<file path="config.mk">
export PLATFORM = sky130hd
export DESIGN_NAME = vx_gpu_req_arb
export DESIGN_NICKNAME = d
export VERILOG_FILES = /design/src/rtl/vx_gpu_req_arb.sv
export SDC_FILE = /design/constraint.sdc
export NUM_CORES = 1
export LEC_CHECK = 0
export ABC_AREA = 1
export ABC_CLOCK_PERIOD_IN_PS = 3400
export CAP_MARGIN = 20
export CELL_PAD_IN_SITES_DETAIL_PLACEMENT = 1
export CELL_PAD_IN_SITES_GLOBAL_PLACEMENT = 1
export CORE_MARGIN = 3
export CORE_UTILIZATION = 24
export CTS_CLUSTER_SIZE = 24
export DETAILED_ROUTE_END_ITERATION = 16
export GPL_TIMING_DRIVEN = 0
export PLACE_DENSITY = 0.78
export SETUP_SLACK_MARGIN = 0.4
export SLEW_MARGIN = 40
export SYNTH_ARGS = -nofsm -noshare
export SYNTH_HDL_FRONTEND = slang
export SYNTH_SLANG_ARGS = --single-unit
</file>
<file path="constraint.sdc">
create_clock -name clk -period 3.4 [get_ports clk]
set_input_delay 0.68 -clock clk [delete_from_list [all_inputs] [get_ports clk]]
set_output_delay 0.68 -clock clk [all_outputs]
set_load 0.1 [all_outputs]
</file>
<file path="src/rtl/vx_gpu_req_arb.sv">
// rtl/vx_gpu_req_arb.sv - round-robin arbiter feeding one GPU unit through a registered stage
module vx_gpu_req_arb #(
  parameter int NUM_REQS = 4,
  parameter int DATAW = 32,
  localparam int LOG_NUM_REQS = (NUM_REQS > 1) ? $clog2(NUM_REQS) : 1
) (
  input  logic                      clk,
  input  logic                      reset,
  input  logic [NUM_REQS-1:0]       req_valid_in,
  input  logic [NUM_REQS*DATAW-1:0] req_data_in,
  output logic [NUM_REQS-1:0]       req_ready_in,
  output logic                      req_valid_out,
  output logic [DATAW-1:0]          req_data_out,
  output logic [LOG_NUM_REQS-1:0]   req_sel_out,
  input  logic                      req_ready_out
);

  logic [LOG_NUM_REQS-1:0] rr_ptr;
  logic [LOG_NUM_REQS-1:0] grant_idx;
  logic [LOG_NUM_REQS-1:0] next_ptr;
  logic                    grant_valid;
  logic [DATAW-1:0]        grant_data;
  logic                    en;

  // Slot index reached k steps after the round-robin pointer, wrapping at NUM_REQS
  function automatic int wrap_idx(input logic [LOG_NUM_REQS-1:0] ptr, input int k);
    int idx;
    idx = int'(ptr) + k;
    if (idx >= NUM_REQS) idx = idx - NUM_REQS;
    return idx;
  endfunction

  // The output stage can take a new packet when empty or draining this cycle;
  // held low during reset so no slot sees an accept
  assign en = (!req_valid_out || req_ready_out) && !reset;

  // Scan from the farthest offset back to the pointer so the nearest valid slot wins
  always_comb begin
    grant_valid = 1'b0;
    grant_idx   = '0;
    for (int k = NUM_REQS - 1; k >= 0; k--) begin
      if (req_valid_in[wrap_idx(rr_ptr, k)]) begin
        grant_valid = 1'b1;
        grant_idx   = LOG_NUM_REQS'(wrap_idx(rr_ptr, k));
      end
    end
  end

  // Winner's packet, ready strobe, and the pointer value that makes it lowest priority
  always_comb begin
    grant_data   = '0;
    req_ready_in = '0;
    for (int i = 0; i < NUM_REQS; i++) begin
      if (grant_idx == LOG_NUM_REQS'(i)) begin
        grant_data      = req_data_in[i*DATAW +: DATAW];
        req_ready_in[i] = grant_valid && en;
      end
    end
    if (grant_idx == LOG_NUM_REQS'(NUM_REQS - 1)) next_ptr = '0;
    else next_ptr = grant_idx + LOG_NUM_REQS'(1);
  end

  // Registered output stage; pointer only moves when a slot is actually accepted
  always_ff @(posedge clk or posedge reset) begin
    if (reset) begin
      req_valid_out <= 1'b0;
      req_data_out  <= '0;
      req_sel_out   <= '0;
      rr_ptr        <= '0;
    end else if (en) begin
      req_valid_out <= grant_valid;
      if (grant_valid) begin
        req_data_out <= grant_data;
        req_sel_out  <= grant_idx;
        rr_ptr       <= next_ptr;
      end
    end
  end

  // A stalled packet must not change underneath the unit
  property p_hold_stable;
    @(posedge clk) disable iff (reset)
      (req_valid_out && !req_ready_out) |=> ($stable(req_data_out) && $stable(req_sel_out));
  endproperty
  a_hold_stable: assert property (p_hold_stable);

endmodule
</file>
# Yosys cells after proc, flatten, opt, wreduce, memory -nomap -nowiden

Cells that the tools add are included.
Widths: inputs -> output; s select.

Register bits: 37
Latch bits: 0
Bits in writable memories: 0
ROM bits: 0
Input port bits: 135
Output and inout port bits: 39
Logic and storage cells: 63
Memories: 0

$add $sub $neg: 8
Multiply operators: 0
Divide/modulo/power cells: 0
$lt $le $gt $ge: 8
Equal/unequal tests: 3
Shift operators: 0
Multiplexer cells: 33
Bitwise gates (word level): 0
Reduce and logical (&&, ||, !) cells: 7

Operators by type and width:

| operator            | number |
|---|---|
| $mux 32             | 8 |
| $lt 32x4->1 const B | 4 |
| $mux 1              | 16 |
| $sub 3x3->4 const B | 3 |
| $mux 2              | 5 |
| $ge 3x3->1 const B  | 3 |
| $bmux 1 s2          | 4 |
| $add 2x2->3 const B | 2 |
| $eq 2x2->1 const B  | 2 |
| $sub 2x3->4 const B | 1 |
| $add 2x1->3 const B | 1 |
| $ge 2x3->1 const B  | 1 |
| $add 2x1->2 const B | 1 |
| $eq 2x1->1 const B  | 1 |
| $logic_and 1x1->1   | 2 |
| $logic_not 1->1     | 2 |
| $logic_not 2->1     | 1 |
| $reduce_and 2->1    | 1 |
| $logic_or 1x1->1    | 1 |

# Longest topological paths before layout

Depth in word-level cells: 15
Depth in mapped cells: 20

# Worst setup path before layout

Ideal clock, no wire load.

Kind: input to output
From: input port reset
To: output port req_ready_in[0]
Data arrival time: 3.575 ns
Setup slack: -0.855 ns
Stages on the path: 6
Buffers on the path: 1
Cells stage by stage: inv_1 o21ai_0 a21oi_4 inv_2 buf_2 nor2_1

Word-level cells in the longest chain between the ends: 4

Ends and longest elaborated chain:

| item                      | line | source |
|---|---|---|
| start, declared           | 8    | `input logic reset,` |
| $logic_not 1->1 (no line) | -    |  |
| $logic_and 1x1->1         | 35   | `assign en = (!req_valid_out \|\| req_ready_out) && !reset;` |
| $logic_and 1x1->1         | 56   | `req_ready_in[i] = grant_valid && en;` |
| $mux 1                    | 54   | `if (grant_idx == LOG_NUM_REQS'(i)) begin` |
| end, declared             | 11   | `output logic [NUM_REQS-1:0] req_ready_in,` |

No other way between the ends.

# Worst setup path after layout

From: register rr_ptr[0]
To: register req_sel_out[0]

Word-level cells in the longest chain between the ends: 11

Ends and longest elaborated chain:

| item                                      | line | source |
|---|---|---|
| start, declared                           | 18   | `logic [LOG_NUM_REQS-1:0] rr_ptr;` |
| start signal, assigned                    | 75   | `rr_ptr <= next_ptr;` |
| $add 2x2->3                               | 28   | `idx = int'(ptr) + k;` |
| $sub 3x3->4 or $ge 3x3->1 (tied branches) | 29   | `if (idx >= NUM_REQS) idx = idx - NUM_REQS;` |
| $mux 32                                   | 29   |  |
| $bmux 1 s2                                | 42   | `if (req_valid_in[wrap_idx(rr_ptr, k)]) begin` |
| $mux 1 (implied by the code) (2 in a row) | 42   |  |
| $mux 1 (4 in a row)                       | 42   |  |
| $reduce_and 2->1 (no line)                | -    |  |
| end signal, assigned                      | 74   | `req_sel_out <= grant_idx;` |
| end, declared                             | 14   | `output logic [LOG_NUM_REQS-1:0] req_sel_out,` |

Several ways; a longest one is shown, not always the timed one. The select of a mux whose other input is x is not followed.
A chain may end at the register's enable or synchronous reset.

==> summary.md <==
| Metric | Value |
|---|---|
| Outcome | `complete, no violations` |
| Initial antenna violation count | `0` |
| Post-Synth XOR/XNOR Area | `0%` |
| Drt first-iter violations | `118` |
| Chip width | `between 100 and 150 um` |
| Max Cap Viol | `0` |
| Max clock buf depth | `2` |
| CP required | `between 3 and 4 ns` |
| Crit start category | `flip-flop` |
| Yosys cell types | `20` |
| Final setup vio count | `0` |
| CP startpoint | `rr_ptr[0]` |
| Post-synth top cells | `194 x nand2_1, 65 x o21ai_0, 37 x dfrtp_1` |
| Setup_tns | `0 ns` |
| Number of vias per cell | `between 4 and 5` |
| Setup CP Type | `reg2reg` |
| Synth warn | `0` |
| Number of synthesized flops with an enable pin | `0` |
| Initial Util | `between 20% and 30%` |
| Drt total wl | `13890 um` |
| Mapped Cells | `about 440` |
| Overall global routing resource usage | `roughly 20%` |
| Drt drc | `0` |
| Syn Std Cell Area | `approximately 2800 sq um` |
| RSZ-0062 raised after global routing | `true` |
| #FFs+latches synth | `37` |
| Placed Instances | `around 760` |
| Slew Viols, Final | `0` |
| Post-DP HPWL | `9571 um` |
| Vias in the first global route | `just over 4000` |
| Site row count | `39` |
| Depth of the most critical reg-to-reg path | `23` |
| Number of I/O port buffers | `~170` |
| Fin crit share | `between 90% and 100%` |
| Final nets | `818` |
| Core area | `~12000 sq um` |
| Register area share after synthesis | `approximately 32%` |
| Reg clk slew, reported paths | `~0.06 ns` |
| Min-delay src | `req_data_out[3]` |
| DIE AREA | `between 10000 and 15000 sq um` |
| H-Tree Depth | `2` |
| Hold Buf Count CTS | `0` |
| Crit Path Max Fanout | `8` |
| Proportion of layout cells with a drive suffix above 1 | `about 33%` |
| Final min period | `approximately 3.1 ns` |
| Routed vias | `3769` |
| # diodes | `0` |
| First-pass GRT wire length | `around 20000 um` |
| Max Freq | `about 320 MHz` |
| Multiplexer area fraction after synthesis | `0%` |
| Largest family of logic cells by synthesized area | `simple AND/OR/NAND/NOR gates` |
| Clock root cell | `clkbuf_16` |
| Die Y | `115.0 um` |
| Top FF cell, synth | `dfrtp_1` |
| Synth top area share | `32.50%` |
| Num ports | `around 170` |
| Hold path depth | `2` |
| Hold slack | `0.4635 ns` |
| CTS tree | `yes` |
| Remaining antenna violation count after routing | `0` |
| Worst min-delay path class | `reg2reg` |
| Compound-cell area share of the yosys netlist | `a little under a fifth` |
| Dominant cells by area after synthesis | `dfrtp_1 32%, nand2_1 26%, o21ai_0 11%, nand2_2 7.7%, a21oi_1 5.6%` |
| Largest net degree at the start of global routing | `19` |
| Area growth syn-to-layout | `98.73%` |
| Worst-Margin Slew | `between 0.6 and 0.7 ns` |
| Final non-filler cell total | `about 800` |
| Routed len/inst | `around 17 um` |
| Most common cell in the synthesized netlist | `nand2_1` |
| Synth Area in Simple Gates | `about two fifths` |
| Yosys top cell by area | `dfrtp_1` |
| Post-layout util | `49.16%` |
| DRT Pass-1 Iters | `4` |
| Synthesized area per cell | `6.446 sq um` |
| Clock sink count | `37` |
| Slew headroom | `between 50% and 60%` |
| Syn Nets | `581` |
| Critical path arrival | `about 3.3 ns` |
| Endpoint class of the critical path | `flip-flop` |
| Final hold violation count | `0` |
| Grt total ovfl | `0` |
| R2R Path Start | `rr_ptr[0]` |
| Clk_skew | `roughly 0.0031 ns` |
| Post-Synth Adder-Cell Area | `under 10%` |
| Clock insertion delay at the later pin of the skew report | `between 0.2 and 0.3 ns` |
| Post-synthesis async set-or-reset flop share | `100.0%` |
| RD Place Congestion | `between 0.7 and 0.8` |
| TritonCTS buffer count | `5` |
## registers in the layout, indices dropped and copies added (netlist names)
signal	flops
req_data_out	32
req_sel_out	2
req_valid_out	1
rr_ptr	2
## worst paths after layout
check	slack, ns	to
worst min register to register	0.46	req_data_out[3]
worst min-delay path	0.46	req_data_out[3]
worst max register to register	0.27	req_sel_out[0]
min in group asynchronous	0.90	req_data_out[19]
worst max-delay path	0.27	req_sel_out[0]
max in group asynchronous	1.99	req_data_out[0]
## metal layers
metal,global-route usage (%),wire (um),up-vias
met3,3.526,801,21
li1,-,-,1865
met1,23.42,5616,1758
met2,36.11,7199,125
met4,5.086,269,0
met5,0,0,-
## final cells by class
cell class,instances,area (sq um)
buffer,30,302.8
inverter,18,103.9
multi-input combinational,357,1908
fill,1425,5854
sequential,37,928.4
clock inverter,2,37.54
timing repair inverter,1,5.005
tap,143,178.9
timing repair buffer,229,2058
clock buffer,6,138.9
## logic make-up after synthesis
group,count (synthesis)
AND/OR/NAND/NOR,250
buffers and inverters,48
flip-flops,37
adder cells (fa/ha/maj),4
AO/OA/AOI/OAI,103
## metrics by stage
stage,cell area (sq um),worst slack [ns]
2_1_floorplan,2909,0.4016
3_5_place_dp,4652,-0.6846
4_1_cts,5325,0.3882
6_report,5662,0.2651
3_3_place_gp,4820,-1.335
5_1_grt,5662,0.1763
## layout by cell type, fill, tap and decap left out, types with 2 or more instances in the layout
master | netlist | layout
clkinvlp_4 | 0 | 2
nand3_1 | 6 | 3
nor2_4 | 1 | 7
nand2_4 | 6 | 14
buf_8 | 1 | 4
buf_4 | 0 | 48
o21ai_0 | 65 | 48
nand2_2 | 35 | 43
nand2_8 | 0 | 2
inv_8 | 0 | 2
o21ai_2 | 0 | 2
inv_2 | 3 | 6
o21ai_4 | 0 | 2
clkbuf_16 | 0 | 8
buf_6 | 1 | 12
dfrtp_1 | 37 | 35
ha_4 | 0 | 3
clkdlybuf4s50_1 | 0 | 130
dfrtp_2 | 0 | 2
clkbuf_2 | 0 | 5
a21oi_1 | 32 | 32
o21ai_1 | 5 | 18
nand2_1 | 194 | 176
inv_6 | 0 | 2
nand3_2 | 0 | 3
buf_2 | 8 | 42
buf_12 | 3 | 7
inv_1 | 15 | 5
clkbuf_1 | 17 | 7
## worst max-delay path, stage by stage, from the launching register on
cell	delay (ns)
dfrtp_2	0.46
clkinv_4	0.16
nand2_2	0.10
nand3_2	0.09
nand2_1	0.09
inv_2	0.06
o21ai_2	0.16
nand2_2	0.10
buf_6	0.12
buf_4	0.12
buf_6	0.11
buf_4	0.12
buf_4	0.12
buf_4	0.12
buf_4	0.12
buf_4	0.12
buf_4	0.12
buf_6	0.11
buf_6	0.11
buf_4	0.13
buf_4	0.12
buf_4	0.13
nand3_2	0.07
nand2_2	0.06
## timing repair
action,CTS,global route
setup endpoints to repair,36,37
cloned,2,0
gates resized for setup,70,94
setup buffers,39,15
pin swaps,9,31
Power is left out: the tool's default activity adds up to more than one toggle a clock period on the data nets, which glitch-free logic cannot reach.
